$ cat config.mk
export PLATFORM = sky130hd
export DESIGN_NAME = dram_request_arbiter
export DESIGN_NICKNAME = d
export VERILOG_FILES = /design/src/rtl/dram_request_arbiter.sv
export SDC_FILE = /design/constraint.sdc
export NUM_CORES = 2
export LEC_CHECK = 0
export CAP_MARGIN = 20
export CORE_ASPECT_RATIO = 1.25
export CORE_MARGIN = 10
export CORE_UTILIZATION = 52
export CTS_CLUSTER_DIAMETER = 30
export DETAILED_ROUTE_END_ITERATION = 6
export PLACE_DENSITY_LB_ADDON = 0.08
export SLEW_MARGIN = 10
export SYNTH_ARGS = -nofsm -noshare
export SYNTH_HDL_FRONTEND = slang
export SYNTH_SLANG_ARGS = --single-unit
$ cat constraint.sdc
create_clock -name clk_dram_ctrl -period 6.7 [get_ports clk_dram_ctrl]
set_input_delay 1.005 -clock clk_dram_ctrl [delete_from_list [all_inputs] [get_ports clk_dram_ctrl]]
set_output_delay 1.005 -clock clk_dram_ctrl [all_outputs]
set_load 0.02 [all_outputs]
$ cat src/rtl/dram_request_arbiter.sv
// Round-robin front end merging one write stream and N_RD read streams onto the
// UberDDR3 request port, with an in-order tag FIFO and per-channel response credits.
module dram_request_arbiter #(
  parameter int ADDR_W          = 24,
  parameter int DATA_W          = 128,
  parameter int N_RD            = 2,
  parameter int MAX_OUTSTANDING = 64,
  parameter int CREDITS         = 8
) (
  input  logic                               clk_dram_ctrl,
  input  logic                               rst_dram_ctrl_n,
  input  logic [DATA_W-1:0]                  wr_axis_data,
  input  logic [ADDR_W-1:0]                  wr_axis_addr,
  input  logic                               wr_axis_valid,
  output logic                               wr_axis_ready,
  input  logic [N_RD*ADDR_W-1:0]             rd_addr_axis_data,
  input  logic [N_RD-1:0]                    rd_addr_axis_valid,
  output logic [N_RD-1:0]                    rd_addr_axis_ready,
  output logic [DATA_W-1:0]                  rd_data_axis_data,
  output logic [ADDR_W-1:0]                  rd_data_axis_addr,
  output logic [N_RD-1:0]                    rd_data_axis_valid,
  input  logic [N_RD-1:0]                    rd_credit_return,
  output logic [ADDR_W-1:0]                  memrequest_addr,
  output logic                               memrequest_en,
  output logic [DATA_W-1:0]                  memrequest_write_data,
  output logic                               memrequest_write_enable,
  input  logic [DATA_W-1:0]                  memrequest_resp_data,
  input  logic                               memrequest_complete,
  input  logic                               memrequest_busy,
  output logic [$clog2(MAX_OUTSTANDING):0]   outstanding_count,
  output logic                               err_underflow
);

  localparam int SLOTS = N_RD + 1;
  localparam int PTR_W = $clog2(SLOTS);
  localparam int CH_W  = (N_RD > 1) ? $clog2(N_RD) : 1;
  localparam int FA_W  = $clog2(MAX_OUTSTANDING);
  localparam int CNT_W = FA_W + 1;
  localparam int CR_W  = 8;

  localparam logic [PTR_W:0]   SLOTS_W    = (PTR_W + 1)'(SLOTS);
  localparam logic [PTR_W-1:0] WR_SLOT    = PTR_W'(N_RD);
  localparam logic [CR_W-1:0]  CREDIT_MAX = CR_W'(CREDITS);

  typedef struct packed {
    logic              is_wr;
    logic [CH_W-1:0]   chan;
    logic [ADDR_W-1:0] addr;
  } tag_t;

  logic [PTR_W-1:0] rr_ptr_reg, rr_ptr_next;
  logic [CNT_W-1:0] wr_ptr_reg, rd_ptr_reg;
  logic             err_underflow_reg, err_underflow_next;

  logic [SLOTS-1:0] eligible;
  logic [SLOTS-1:0] elig_rot;
  logic [SLOTS-1:0] grant_oh;
  logic [N_RD-1:0]  credit_nz;
  logic [PTR_W-1:0] grant_offset;
  logic [PTR_W:0]   grant_sum;
  logic [PTR_W-1:0] grant_idx;
  logic             grant_found;
  logic             issue;
  logic             fifo_full;
  logic             fifo_empty;
  logic             do_pop;
  logic             resp_rd;
  logic [ADDR_W-1:0] rd_sel_addr;
  tag_t             push_tag;
  tag_t             head_tag;
  tag_t             tag_mem [MAX_OUTSTANDING];

  // ---------------------------------------------------------------- eligibility
  genvar gi;
  generate
    for (gi = 0; gi < N_RD; gi++) begin : g_elig
      assign eligible[gi] = rd_addr_axis_valid[gi] && credit_nz[gi];
    end
  endgenerate
  assign eligible[N_RD] = wr_axis_valid;

  // Rotate so that bit 0 is the slot at rr_ptr; the lowest set bit is the winner.
  assign elig_rot = (eligible >> rr_ptr_reg) | (eligible << (SLOTS_W - {1'b0, rr_ptr_reg}));

  always_comb begin
    grant_found  = 1'b0;
    grant_offset = '0;
    for (int k = SLOTS - 1; k >= 0; k--) begin
      if (elig_rot[k]) begin
        grant_found  = 1'b1;
        grant_offset = PTR_W'(k);
      end
    end
  end

  assign grant_sum = {1'b0, rr_ptr_reg} + {1'b0, grant_offset};
  assign grant_idx = (grant_sum >= SLOTS_W) ? PTR_W'(grant_sum - SLOTS_W) : grant_sum[PTR_W-1:0];

  assign outstanding_count = wr_ptr_reg - rd_ptr_reg;
  assign fifo_full         = outstanding_count[CNT_W-1];
  assign fifo_empty        = (wr_ptr_reg == rd_ptr_reg);

  // Reset gating keeps every handshake output low while rst_dram_ctrl_n is asserted.
  assign issue = rst_dram_ctrl_n && grant_found && !memrequest_busy && !fifo_full;

  generate
    for (gi = 0; gi < SLOTS; gi++) begin : g_grant
      assign grant_oh[gi] = issue && (grant_idx == PTR_W'(gi));
    end
  endgenerate

  assign rd_addr_axis_ready = grant_oh[N_RD-1:0];
  assign wr_axis_ready      = grant_oh[N_RD];

  always_comb begin
    rd_sel_addr = '0;
    for (int k = 0; k < N_RD; k++) begin
      if (grant_oh[k]) begin
        rd_sel_addr = rd_sel_addr | rd_addr_axis_data[k*ADDR_W +: ADDR_W];
      end
    end
  end

  // ---------------------------------------------------------------- request port
  always_comb begin
    memrequest_en           = 1'b0;
    memrequest_write_enable = 1'b0;
    memrequest_addr         = '0;
    memrequest_write_data   = '0;
    if (issue) begin
      memrequest_en = 1'b1;
      if (grant_oh[N_RD]) begin
        memrequest_write_enable = 1'b1;
        memrequest_addr         = wr_axis_addr;
        memrequest_write_data   = wr_axis_data;
      end else begin
        memrequest_addr = rd_sel_addr;
      end
    end
  end

  always_comb begin
    push_tag       = '0;
    push_tag.is_wr = grant_oh[N_RD];
    push_tag.chan  = CH_W'(grant_idx);
    push_tag.addr  = memrequest_addr;
  end

  assign rr_ptr_next = !issue ? rr_ptr_reg
                     : (grant_idx == WR_SLOT) ? '0
                     : grant_idx + PTR_W'(1);

  // ---------------------------------------------------------------- tag FIFO
  always_ff @(posedge clk_dram_ctrl) begin
    if (issue) begin
      tag_mem[wr_ptr_reg[FA_W-1:0]] <= push_tag;
    end
  end

  assign head_tag = tag_mem[rd_ptr_reg[FA_W-1:0]];
  assign do_pop   = rst_dram_ctrl_n && memrequest_complete && !fifo_empty;
  assign resp_rd  = do_pop && !head_tag.is_wr;

  generate
    for (gi = 0; gi < N_RD; gi++) begin : g_resp
      assign rd_data_axis_valid[gi] = resp_rd && (head_tag.chan == CH_W'(gi));
    end
  endgenerate

  assign rd_data_axis_data = resp_rd ? memrequest_resp_data : '0;
  assign rd_data_axis_addr = resp_rd ? head_tag.addr : '0;

  assign err_underflow_next = err_underflow_reg || (memrequest_complete && fifo_empty);
  assign err_underflow      = err_underflow_reg;

  always_ff @(posedge clk_dram_ctrl or negedge rst_dram_ctrl_n) begin
    if (!rst_dram_ctrl_n) begin
      rr_ptr_reg        <= '0;
      wr_ptr_reg        <= '0;
      rd_ptr_reg        <= '0;
      err_underflow_reg <= 1'b0;
    end else begin
      rr_ptr_reg        <= rr_ptr_next;
      err_underflow_reg <= err_underflow_next;
      if (issue) begin
        wr_ptr_reg <= wr_ptr_reg + CNT_W'(1);
      end
      if (do_pop) begin
        rd_ptr_reg <= rd_ptr_reg + CNT_W'(1);
      end
    end
  end

  // ---------------------------------------------------------------- credits
  generate
    for (gi = 0; gi < N_RD; gi++) begin : g_credit
      logic [CR_W-1:0] credit_reg, credit_next;
      logic            take, give;

      assign take = grant_oh[gi];
      assign give = rd_credit_return[gi];

      // A return while already full is dropped rather than wrapping.
      always_comb begin
        credit_next = credit_reg;
        if (take && !give) begin
          credit_next = credit_reg - CR_W'(1);
        end else if (give && !take && (credit_reg != CREDIT_MAX)) begin
          credit_next = credit_reg + CR_W'(1);
        end
      end

      always_ff @(posedge clk_dram_ctrl or negedge rst_dram_ctrl_n) begin
        if (!rst_dram_ctrl_n) begin
          credit_reg <= CREDIT_MAX;
        end else begin
          credit_reg <= credit_next;
        end
      end

      assign credit_nz[gi] = (credit_reg != '0);
    end
  endgenerate

endmodule

==> out/qor.txt <==
Crit. End Element -> output port
Buffers and inverters on the worst path -> 4
Total wire length -> 200800 um
Setup violators final -> 0
Nets -> 4375
Power Density -> 352.9 nW/um^2
Post-placement cell area -> 77760 um^2
Synth Warn # -> 0
Relative slew margins -> 23.76%
Row count -> 148
Number of port buffers -> 655
#FFs+latches synth -> 1697
Worst EP required -> 5.69 ns
CP delay by family, top -> simple AND/OR/NAND/NOR gates
Worst reg-to-reg setup slack -> 0.84 ns
Initial antenna violation count -> 8
First-pass iteration count of the detailed router -> 5
Synth async-reset ratio -> 1.945%
Worst-Margin Slew -> 1.140 ns
Fill count -> 8374
Most frequent CP cell -> a21oi_1
DR vias -> 36900
GP Congestion -> 0.9552
Fin crit share -> 97.10%
Worst r2r src -> rd_ptr_reg[0]
Synth Area in Simple Gates -> 3.992%
Clock Latency Late Sink -> 0.85 ns
Worst setup SP type -> register
Vias in the first global route -> 38850
Clock Sinks -> 1697
Slew Limit Fails -> 0
CP max stage cell -> clkdlybuf4s50_1
H-tree depth -> 4
Layout overhead on the synthesized area -> 27.51%
Sequential share of the synthesized area -> 74.90%
Synth cell types -> 60
Area leader, netlist -> edfxtp_1
Mux cell area share after synthesis -> 17.32%
Largest family of logic cells by synthesized area -> multiplexers
CTS tree -> built
CP Cell Sequence -> nor4_4 -> buf_4 -> nand3_1 -> nand2_1 -> nand3_1 -> a21oi_1 -> a31oi_1 -> o21a_1 -> fa_1 -> inv_1 -> ha_1 -> nor2b_2 -> nor2b_4 -> o21a_1 -> buf_4 -> nand2_1 -> a21oi_1 -> a21oi_1 -> nor2_4 -> clkdlybuf4s50_1
Root Buffer -> clkbuf_16
Synth Cell Area -> 67820 um^2
I/O pin count -> 656
Critical path type -> reg -> out
Max reg flops -> 1664
Post-Syn Nets -> 3524
Die width -> 343.0 um
Synth Area in XOR/XNOR -> 0.3745%
Synth area leaders -> edfxtp_1, mux4_2, and2_1
Share of the synthesized area in the top cell type -> 73.68%
Initial DRC count -> 4169
Num CTS Buffers -> 241
Worst Path Arrival -> 5.50 ns
Share of cells above drive strength 1 -> 28.52%
Status -> complete, no violations
Post-synth EDFFs -> 1664
GR Overflow Total -> 0
Tot GR Track Use -> 27.63%
Initial Util -> 52.24%
Die Y -> 423.8 um
Top-count cell post-synth -> edfxtp_1
Commonest cells post-synth -> edfxtp_1, mux4_2, and2_1, and3_1, nor2_1
Worst-path clk slew -> 0.06 ns
Avg Cell Area, Syn -> 21.37 um^2
Fmax -> 0.1537 GHz
Syn Inst Count -> 3173
DR WL/cell -> 33.66 um
Worst Hold Class -> in -> async
CP max FO -> 17
Max_cap viols -> 0
Reg-to-reg endpoint -> tag_mem[59][3]
Final hold slack -> 0.05731 ns
Clock buffer depth -> 3
DR DRC count -> 0
DRT antenna net count -> 0
Total core area -> 129800 um^2
Final instance area -> 86480 um^2
HPWL Detailed -> 126600 um
Vias/cell -> 6.183
VDD IR max -> 361.3 uV
Compound-Gate Fraction of Synth Area -> 1.738%
Slowest stage delay, CP -> 0.70 ns
Period minus WS final -> 6.506 ns
Adder-Cell Fraction of Synth Area -> 0.2804%
Length in cells of the worst reg-to-reg path -> 11
Synth Flop Type -> edfxtp_1
Clock Skews -> 0.04620 ns
Global-route wire length before repair -> 287100 um
Hold violation count in the final report -> 0
P_leak -> 32.99 nW
Largest net degree at the start of global routing -> 145
Die area -> 145400 um^2
[worst max path at each step]
| stage | depth (start not counted) | to | from | slack (ns) |
|---|---|---|---|---|
| 3_3_place_gp | 20 | memrequest_addr[9] | rd_addr_axis_valid[0] | 0.24 |
| 3_5_place_dp | 20 | memrequest_addr[6] | rd_addr_axis_valid[0] | 0.17 |
| 4_1_cts | 19 | memrequest_addr[23] | g_credit[1].credit_reg[6] | 0.009 |
| 6_report | 20 | memrequest_addr[12] | g_credit[1].credit_reg[6] | 0.19 |
| 5_1_grt | 19 | memrequest_write_data[123] | g_credit[1].credit_reg[6] | -0.004 |
| 2_1_floorplan | 19 | memrequest_addr[10] | rd_addr_axis_valid[0] | 0.16 |
[logic make-up after synthesis]
logic type                 count (synthesis)
DFF                                     1697
buffers and inverters                    222
and+or+nand+nor                          511
AOI/OAI and AO/OA                        177
adders and majority gates                 14
muxes                                    523
xor gates and xnor gates                  29
[layer usage]
metal	part of all wire (%)	track usage, %	wire, um
met5	0.0065	0	13
met3	9.4	7.655	18940
met4	2.0	6.653	4056
met2	51	46.34	103200
met1	37	35.77	74630
[power by group]
| group | total [mW] | internal, mW | switching (mW) |
|---|---|---|---|
| sequential | 12.0 | 11.8 | 0.239 |
| clock | 12.8 | 7.87 | 4.97 |
| combinational | 5.66 | 2.31 | 3.34 |
[cells in the final DEF, fill, tap and decap left out, drive strengths merged, types with 3 or more instances in the layout]
master            n
xnor2            15
a21oi            52
nor3              9
clkinvlp         33
and2            130
xor2             14
edfxtp         1664
diode             3
nand3            17
inv              78
o211ai            4
o21a              5
clkinv           76
buf             157
bufinv           28
dfrtp            31
nor2            118
and3            130
nand2            72
ha               12
or3               4
mux4            520
a31oi             5
a21boi           25
nor2b             4
a22oi            52
clkdlybuf4s50   608
dlygate4sd2       5
nor4              3
clkbuf          265
o21ai            15
nand4            11
nand3b            4
dlymetal6s2s     38
a21o              3
[what timing repair did]
item                       CTS  global route
hold buffers                 0             0
cloned                       0             1
buffers inserted             2             2
gates resized for setup     11            57
pin swaps                    2             2
setup endpoints to repair  158           157
[worst reg2reg max path: stages (launching register included)]
cell and delay [ns]:
dfrtp_4 0.89, ha_1 0.34, fa_1 0.22, nor2b_1 0.08, o31a_1 0.27, a31oi_1 0.33, nand3_4 0.31, buf_4 0.44
nor2_1 0.30, nand3_1 0.80, nor2_4 1.12, buf_4 0.42
[final cells by class]
class | instances | area, um^2 | area share, %
clock inverter | 194 | 2252 | 2.604
multi-input combinational | 1254 | 16850 | 19.48
clock buffer | 264 | 6160 | 7.123
antenna | 3 | 7.507 | 0.008681
inverter | 21 | 88.84 | 0.1027
timing repair buffer | 809 | 8155 | 9.431
sequential | 1697 | 50810 | 58.75
tap | 1725 | 2158 | 2.496
[stage by stage]
step	utilization, %	total power [mW]	setup slack (ns)	TNS (ns)	std cells
after floorplan	-	15.95	0.1558	0	3173
after global placement	59.75	17.76	0.2408	0	5492
after detailed placement	59.90	17.85	0.1728	0	5500
after CTS	66.43	30.66	0.009400	0	5960
after global routing	66.62	31.58	-0.004359	-0.01114	5966
final	66.62	30.52	0.1945	0	5967
(Power assumes the default switching activity.)
